File: config.mk
export PLATFORM = sky130hd
export DESIGN_NAME = inst_fetch_unit
export DESIGN_NICKNAME = d
export VERILOG_FILES = /design/src/rtl/inst_fetch_unit_pkg.sv /design/src/rtl/fetch_timeout_ctr.sv /design/src/rtl/inst_fetch_unit.sv
export SDC_FILE = /design/constraint.sdc
export NUM_CORES = 1
export LEC_CHECK = 0
export BUFFER_PORTS_ARGS = -buffer_cell sky130_fd_sc_hd__buf_2
export CAP_MARGIN = 5
export CORE_MARGIN = 1.5
export CORE_UTILIZATION = 39
export CTS_CLUSTER_DIAMETER = 150
export CTS_CLUSTER_SIZE = 40
export DETAILED_ROUTE_END_ITERATION = 8
export GPL_TIMING_DRIVEN = 0
export PLACE_DENSITY_LB_ADDON = 0.12
export SKIP_CTS_REPAIR_TIMING = 1
export SYNTH_ARGS = -nofsm -noshare
export SYNTH_HDL_FRONTEND = slang
export SYNTH_HIERARCHICAL = 1
export SYNTH_SLANG_ARGS = --single-unit
File: constraint.sdc
create_clock -name clk_i -period 3.55 [get_ports clk_i]
set_input_delay 0.355 -clock clk_i [delete_from_list [all_inputs] [get_ports clk_i]]
set_output_delay 0.355 -clock clk_i [all_outputs]
set_load 0.01 [all_outputs]
File: src/rtl/inst_fetch_unit_pkg.sv
// Shared definitions for the instruction fetch unit and its control-unit peer.
package inst_fetch_unit_pkg;

  localparam int INST_W_DEF      = 5;
  localparam int ADDR_W_DEF      = 8;
  localparam int MEM_TIMEOUT_DEF = 15;

  localparam logic [INST_W_DEF-1:0] NOP_OP = '0;

  typedef enum logic [1:0] {
    FETCH_REQ    = 2'd0,
    FETCH_WAIT   = 2'd1,
    FETCH_HOLD   = 2'd2,
    FETCH_HALTED = 2'd3
  } fetch_state_e;

endpackage

File: src/rtl/fetch_timeout_ctr.sv
// Saturating wait counter; expired_o marks the LIMIT-th consecutive enabled cycle.
module fetch_timeout_ctr #(
  parameter int LIMIT = 15
) (
  input  logic clk_i,
  input  logic reset_i,
  input  logic clr_i,
  input  logic en_i,
  output logic expired_o
);

  localparam int CW = $clog2(LIMIT + 1);

  logic [CW-1:0] cnt_q, cnt_d;

  always_comb begin
    cnt_d = cnt_q;
    if (clr_i) begin
      cnt_d = '0;
    end else if (en_i && (cnt_q != CW'(LIMIT))) begin
      cnt_d = cnt_q + 1'b1;
    end
  end

  always_ff @(posedge clk_i) begin
    if (reset_i) begin
      cnt_q <= '0;
    end else begin
      cnt_q <= cnt_d;
    end
  end

  // cnt_q holds the number of earlier enabled cycles, so this fires on cycle LIMIT
  assign expired_o = en_i && (cnt_q == CW'(LIMIT - 1));

endmodule

File: src/rtl/inst_fetch_unit.sv
// Program counter owner: fetches instruction words over req/ack and hands them
// to the control unit over valid/ready, honouring jumps and halts.
//
// state        | meaning
// FETCH_REQ    | raise mem_req for the word at pc, clear the wait counter
// FETCH_WAIT   | request outstanding, waiting for mem_ack or timeout
// FETCH_HOLD   | inst valid, waiting for the control unit to consume it
// FETCH_HALTED | stopped by halt or fetch timeout, left only via reset
module inst_fetch_unit
  import inst_fetch_unit_pkg::*;
#(
  parameter int                INST_W      = INST_W_DEF,
  parameter int                ADDR_W      = ADDR_W_DEF,
  parameter logic [ADDR_W-1:0] RESET_PC    = '0,
  parameter int                MEM_TIMEOUT = MEM_TIMEOUT_DEF
) (
  input  logic              clk_i,
  input  logic              reset_i,
  output logic [ADDR_W-1:0] mem_addr_o,
  output logic              mem_req_o,
  input  logic              mem_ack_i,
  input  logic [INST_W-1:0] mem_rdata_i,
  output logic [INST_W-1:0] inst_o,
  output logic              inst_valid_o,
  input  logic              inst_ready_i,
  input  logic              jump_en_i,
  input  logic [ADDR_W-1:0] jump_addr_i,
  input  logic              halt_i,
  output logic [ADDR_W-1:0] pc_o,
  output logic              fetch_err_o
);

  fetch_state_e state_q, state_d;

  logic [ADDR_W-1:0] pc_q, pc_d;
  logic [INST_W-1:0] inst_q, inst_d;
  logic              inst_valid_q, inst_valid_d;
  logic              mem_req_q, mem_req_d;
  logic              fetch_err_q, fetch_err_d;
  logic              flush_q, flush_d;
  logic              ctr_clr, ctr_en, ctr_expired;
  logic              ack_ok;

  assign ack_ok = mem_ack_i && mem_req_q;

  fetch_timeout_ctr #(
    .LIMIT (MEM_TIMEOUT)
  ) u_timeout (
    .clk_i     (clk_i),
    .reset_i   (reset_i),
    .clr_i     (ctr_clr),
    .en_i      (ctr_en),
    .expired_o (ctr_expired)
  );

  always_ff @(posedge clk_i) begin
    if (reset_i) begin
      state_q <= FETCH_REQ;
    end else begin
      state_q <= state_d;
    end
  end

  always_comb begin
    state_d = state_q;
    case (state_q)
      FETCH_REQ: state_d = FETCH_WAIT;
      FETCH_WAIT: begin
        if (ack_ok) begin
          state_d = (flush_q || jump_en_i) ? FETCH_REQ : FETCH_HOLD;
        end else if (ctr_expired) begin
          state_d = FETCH_HALTED;
        end
      end
      FETCH_HOLD: begin
        if (inst_ready_i) begin
          state_d = halt_i ? FETCH_HALTED : FETCH_REQ;
        end
      end
      default: state_d = FETCH_HALTED;
    endcase
  end

  always_comb begin
    pc_d         = pc_q;
    inst_d       = inst_q;
    inst_valid_d = inst_valid_q;
    mem_req_d    = mem_req_q;
    fetch_err_d  = fetch_err_q;
    flush_d      = flush_q;
    ctr_clr      = 1'b0;
    ctr_en       = 1'b0;
    case (state_q)
      FETCH_REQ: begin
        mem_req_d = 1'b1;
        ctr_clr   = 1'b1;
        if (jump_en_i) pc_d = jump_addr_i;
      end
      FETCH_WAIT: begin
        ctr_en = 1'b1;
        if (ack_ok) begin
          mem_req_d = 1'b0;
          if (flush_q || jump_en_i) begin
            flush_d = 1'b0;
          end else begin
            inst_d       = mem_rdata_i;
            inst_valid_d = 1'b1;
            pc_d         = pc_q + 1'b1;
          end
        end else if (ctr_expired) begin
          fetch_err_d = 1'b1;
          mem_req_d   = 1'b0;
        end else if (jump_en_i) begin
          flush_d = 1'b1;
        end
        // a jump always wins over the post-fetch increment
        if (jump_en_i) pc_d = jump_addr_i;
      end
      FETCH_HOLD: begin
        if (jump_en_i) pc_d = jump_addr_i;
        if (inst_ready_i) inst_valid_d = 1'b0;
      end
      default: ;
    endcase
  end

  always_ff @(posedge clk_i) begin
    if (reset_i) begin
      pc_q         <= RESET_PC;
      inst_q       <= INST_W'(NOP_OP);
      inst_valid_q <= 1'b0;
      mem_req_q    <= 1'b0;
      fetch_err_q  <= 1'b0;
      flush_q      <= 1'b0;
    end else begin
      pc_q         <= pc_d;
      inst_q       <= inst_d;
      inst_valid_q <= inst_valid_d;
      mem_req_q    <= mem_req_d;
      fetch_err_q  <= fetch_err_d;
      flush_q      <= flush_d;
    end
  end

  assign mem_addr_o   = pc_q;
  assign mem_req_o    = mem_req_q;
  assign inst_o       = inst_q;
  assign inst_valid_o = inst_valid_q;
  assign pc_o         = pc_q;
  assign fetch_err_o  = fetch_err_q;

endmodule
==> results.md <==
* Final hold viol count at 0
* Layout area overhead at 23.8%
* Netlist cell types at 40
* Via density at 5.14
* Area contributors post-synth: dfxtp_1, a21oi_1, buf_4
* Most common cell in the netlist: dfxtp_1
* DRC at 0
* Row Count at 20
* Ant. Diodes at 0
* Max-slew headroom at 62.5%
* Synth cell count leaders: dfxtp_1, a21oi_1, nand2_1
* Critical path endpoint category: register
* Ports at 43
* Minimum clock period at 1.76 ns
* Clk buf depth at 2
* Switching Share at 29.1%
* Worst-skew pair later-pin latency at 0.31 ns
* Layout cell share with drive strength beyond 1 at 34.2%
* Iteration-0 DRC Markers at 62
* H-tree levels at 1
* Vias after detailed routing at 1217
* Initial antenna violation count at 0
* R2R Path End: state_q[1]
* Clock share of power at 24.3%
* Total gr overflow at 0
* CTS Buf Count at 3
* Final WL at 2860 um
* Clock root buffer: clkbuf_4
* Initial Util at 40.6%
* Post-synth top flop: dfxtp_1
* Seq cells post-synth at 23
* Placed cell area at 0.00149 sq mm
* FMAX at 0.568 GHz
* Setup Skew at 0.00287 ns
* Peak VDD IR at 0.143 mV
* Final instance area at 0.00152 sq mm
* First-pass GRT wire length at 4780 um
* Post-DP HPWL at 2120 um
* Die area at 0.00350 sq mm
* GRT Util Overall at 17.7%
* Dpl cells at 233
* Synth Warn # at 6
* Reg2Reg Setup Slack at 1.79 ns
* Non-Filler Instances at 237
* Final period util at 49.6%
* Share of the synthesized area in the top cell type at 37.5%
* Startpoint types: register
* Wire per inst at 12.1 um
* Synthesized cell area at 0.00123 sq mm
* Reg-to-Reg Start: state_q[0]
* Clk sink count at 23
* CP max FO at 10
* Cells after Synth at 147
* Layout net count at 216
* Largest net degree at the start of global routing at 14
* Port Buffers at 42
* Die height at 59.1 um
* Internal at 0.000362 W
* Hold slack at 0.271 ns
* Final ANT Viol Nets at 0
* Comb pwr share at 19.9%
* CTS tree: done
* Synth Net Count at 169
* Crit path kind: register to register
* Syn_area_per_cell at 8.36 sq um
* Post-synth top area cell: dfxtp_1
* HP Class: input port to register
* Fraction of the yosys area taken by sequential cells at 37.5%
* # setup viols final at 0
* Max-Cap Viols at 0
* Vias in the first global route at 1067
* Cell area power density at 336 mW/mm^2
* Slew @ Worst Pin at 0.561 ns
* RSZ-0062 raised after global routing: no
* Placeable Area at 0.00303 sq mm
* Status: complete, no violations
* Post-synth ARST share at 0%
* Worst-path clk slew at 0.13 ns
* EDFF count, synth at 0
* R2R depth at 7
* Final Max Slew Viols at 0
* Critical path data required time at 3.80 ns
* Fin Setup TNS at 0 ns
* Worst Path Arrival at 2.01 ns
* Reg power frac at 55.8%
* Crit path launch: state_q[0]
* Leak Pwr at 0.659 nW
* GPL Wtd Cong at 0.819
* DR pass1 iterations at 4
* Switch Pwr at 0.000149 W
* Die X at 59.1 um
* Setup crit end: state_q[1]
==> power by group through the flow <==
stage                     Clock (W)  Combinational (W)  Sequential, W
final                      0.000124           0.000102       0.000285
after global routing       0.000140           0.000114       0.000287
after CTS                  0.000132           0.000103       0.000285
after detailed placement          0           0.000102       0.000290
after global placement            0           0.000101       0.000290
after floorplan                   0          0.0000611       0.000291
==> cells in the final DEF (no fill, tap or decap), types with 2 or more instances in the layout <==
cell,n
and3_1,2
a31oi_1,2
nand2b_1,3
nand2_1,11
and2_1,2
dfxtp_1,23
o21ai_0,7
and4_2,2
buf_2,43
a211oi_1,3
inv_1,4
nand3_1,8
nand4_1,2
clkbuf_4,3
a2111oi_1,2
a21oi_1,20
o21a_1,2
ha_1,3
nor3_1,5
nor2_1,8
nor4_1,4
nor2b_1,3
buf_4,10
o21ai_1,3
==> flip-flops by register name, indices dropped and copies added, names as in the netlist <==
register,flops
inst_valid_o,1
flush_q,1
mem_req_o,1
inst_o,5
fetch_err_o,1
state_q,2
mem_addr_o,8
u_timeout/cnt_q,4
==> layer usage <==
| layer | vias to the layer above | part of all wire (%) | wire length, um | track usage, % |
|---|---|---|---|---|
| li1 | 627 | - | - | - |
| met1 | 551 | 45 | 1290 | 23.0 |
| met2 | 37 | 49 | 1400 | 30.0 |
| met3 | 2 | 5.2 | 149 | 1.97 |
| met4 | 0 | 0.63 | 18 | 6.82 |
| met5 | - | 0 | 0 | 0 |
==> critical path: stages (launching register included) <==
cell and delay (ns):
dfxtp_1 0.33, buf_4 0.14, nor2b_1 0.48, and4_2 0.31
inv_1 0.05, a21oi_1 0.17, o21ai_1 0.09, a21oi_1 0.12
==> per-stage QoR <==
| step | setup slack (ns) | total power [W] | utilization (%) |
|---|---|---|---|
| 6_report | 1.79 | 0.000510 | 50.2 |
| 5_1_grt | 1.58 | 0.000541 | 50.2 |
| 4_1_cts | 1.79 | 0.000520 | 50.2 |
| 3_5_place_dp | 1.82 | 0.000393 | 49.3 |
| 3_3_place_gp | 1.85 | 0.000390 | 49.3 |
| 2_1_floorplan | 2.05 | 0.000353 | - |
==> cell type report <==
| type | instances | area (sq um) |
|---|---|---|
| fillers | 314 | 1510 |
| multi-input cells | 106 | 654 |
| flip-flops and latches | 23 | 460 |
| repair buffers | 42 | 210 |
| plain buffers | 14 | 98.8 |
| well taps | 44 | 55.1 |
| clock buffers | 3 | 22.5 |
| inverters | 4 | 15.0 |
| clock inverters | 1 | 5.00 |
==> logic make-up (layout without fill, tap and decap cells) <==
kind of cell,Yosys count,after routing,synth area share [%]
AND/OR/NAND/NOR,56,56,25.5
adder cells (fa/ha/maj),3,3,3.06
buffers and inverters,18,64,9.27
flip-flops,23,23,37.5
multiplexers,2,2,1.73
AO/OA/AOI/OAI,45,45,23.0
==> worst min path at each step <==
stage                    from                  to  slack [ns]  cells past startpoint
4_1_cts        mem_rdata_i[0]           inst_o[0]        0.26                      3
5_1_grt        mem_rdata_i[0]           inst_o[0]        0.25                      3
3_3_place_gp        inst_o[0]           inst_o[0]        0.44                      2
2_1_floorplan         reset_i  u_timeout/cnt_q[3]        0.43                      1
3_5_place_dp        inst_o[3]           inst_o[3]        0.45                      2
6_report       mem_rdata_i[3]           inst_o[3]        0.27                      3
Power figures use the tool's default switching activity.
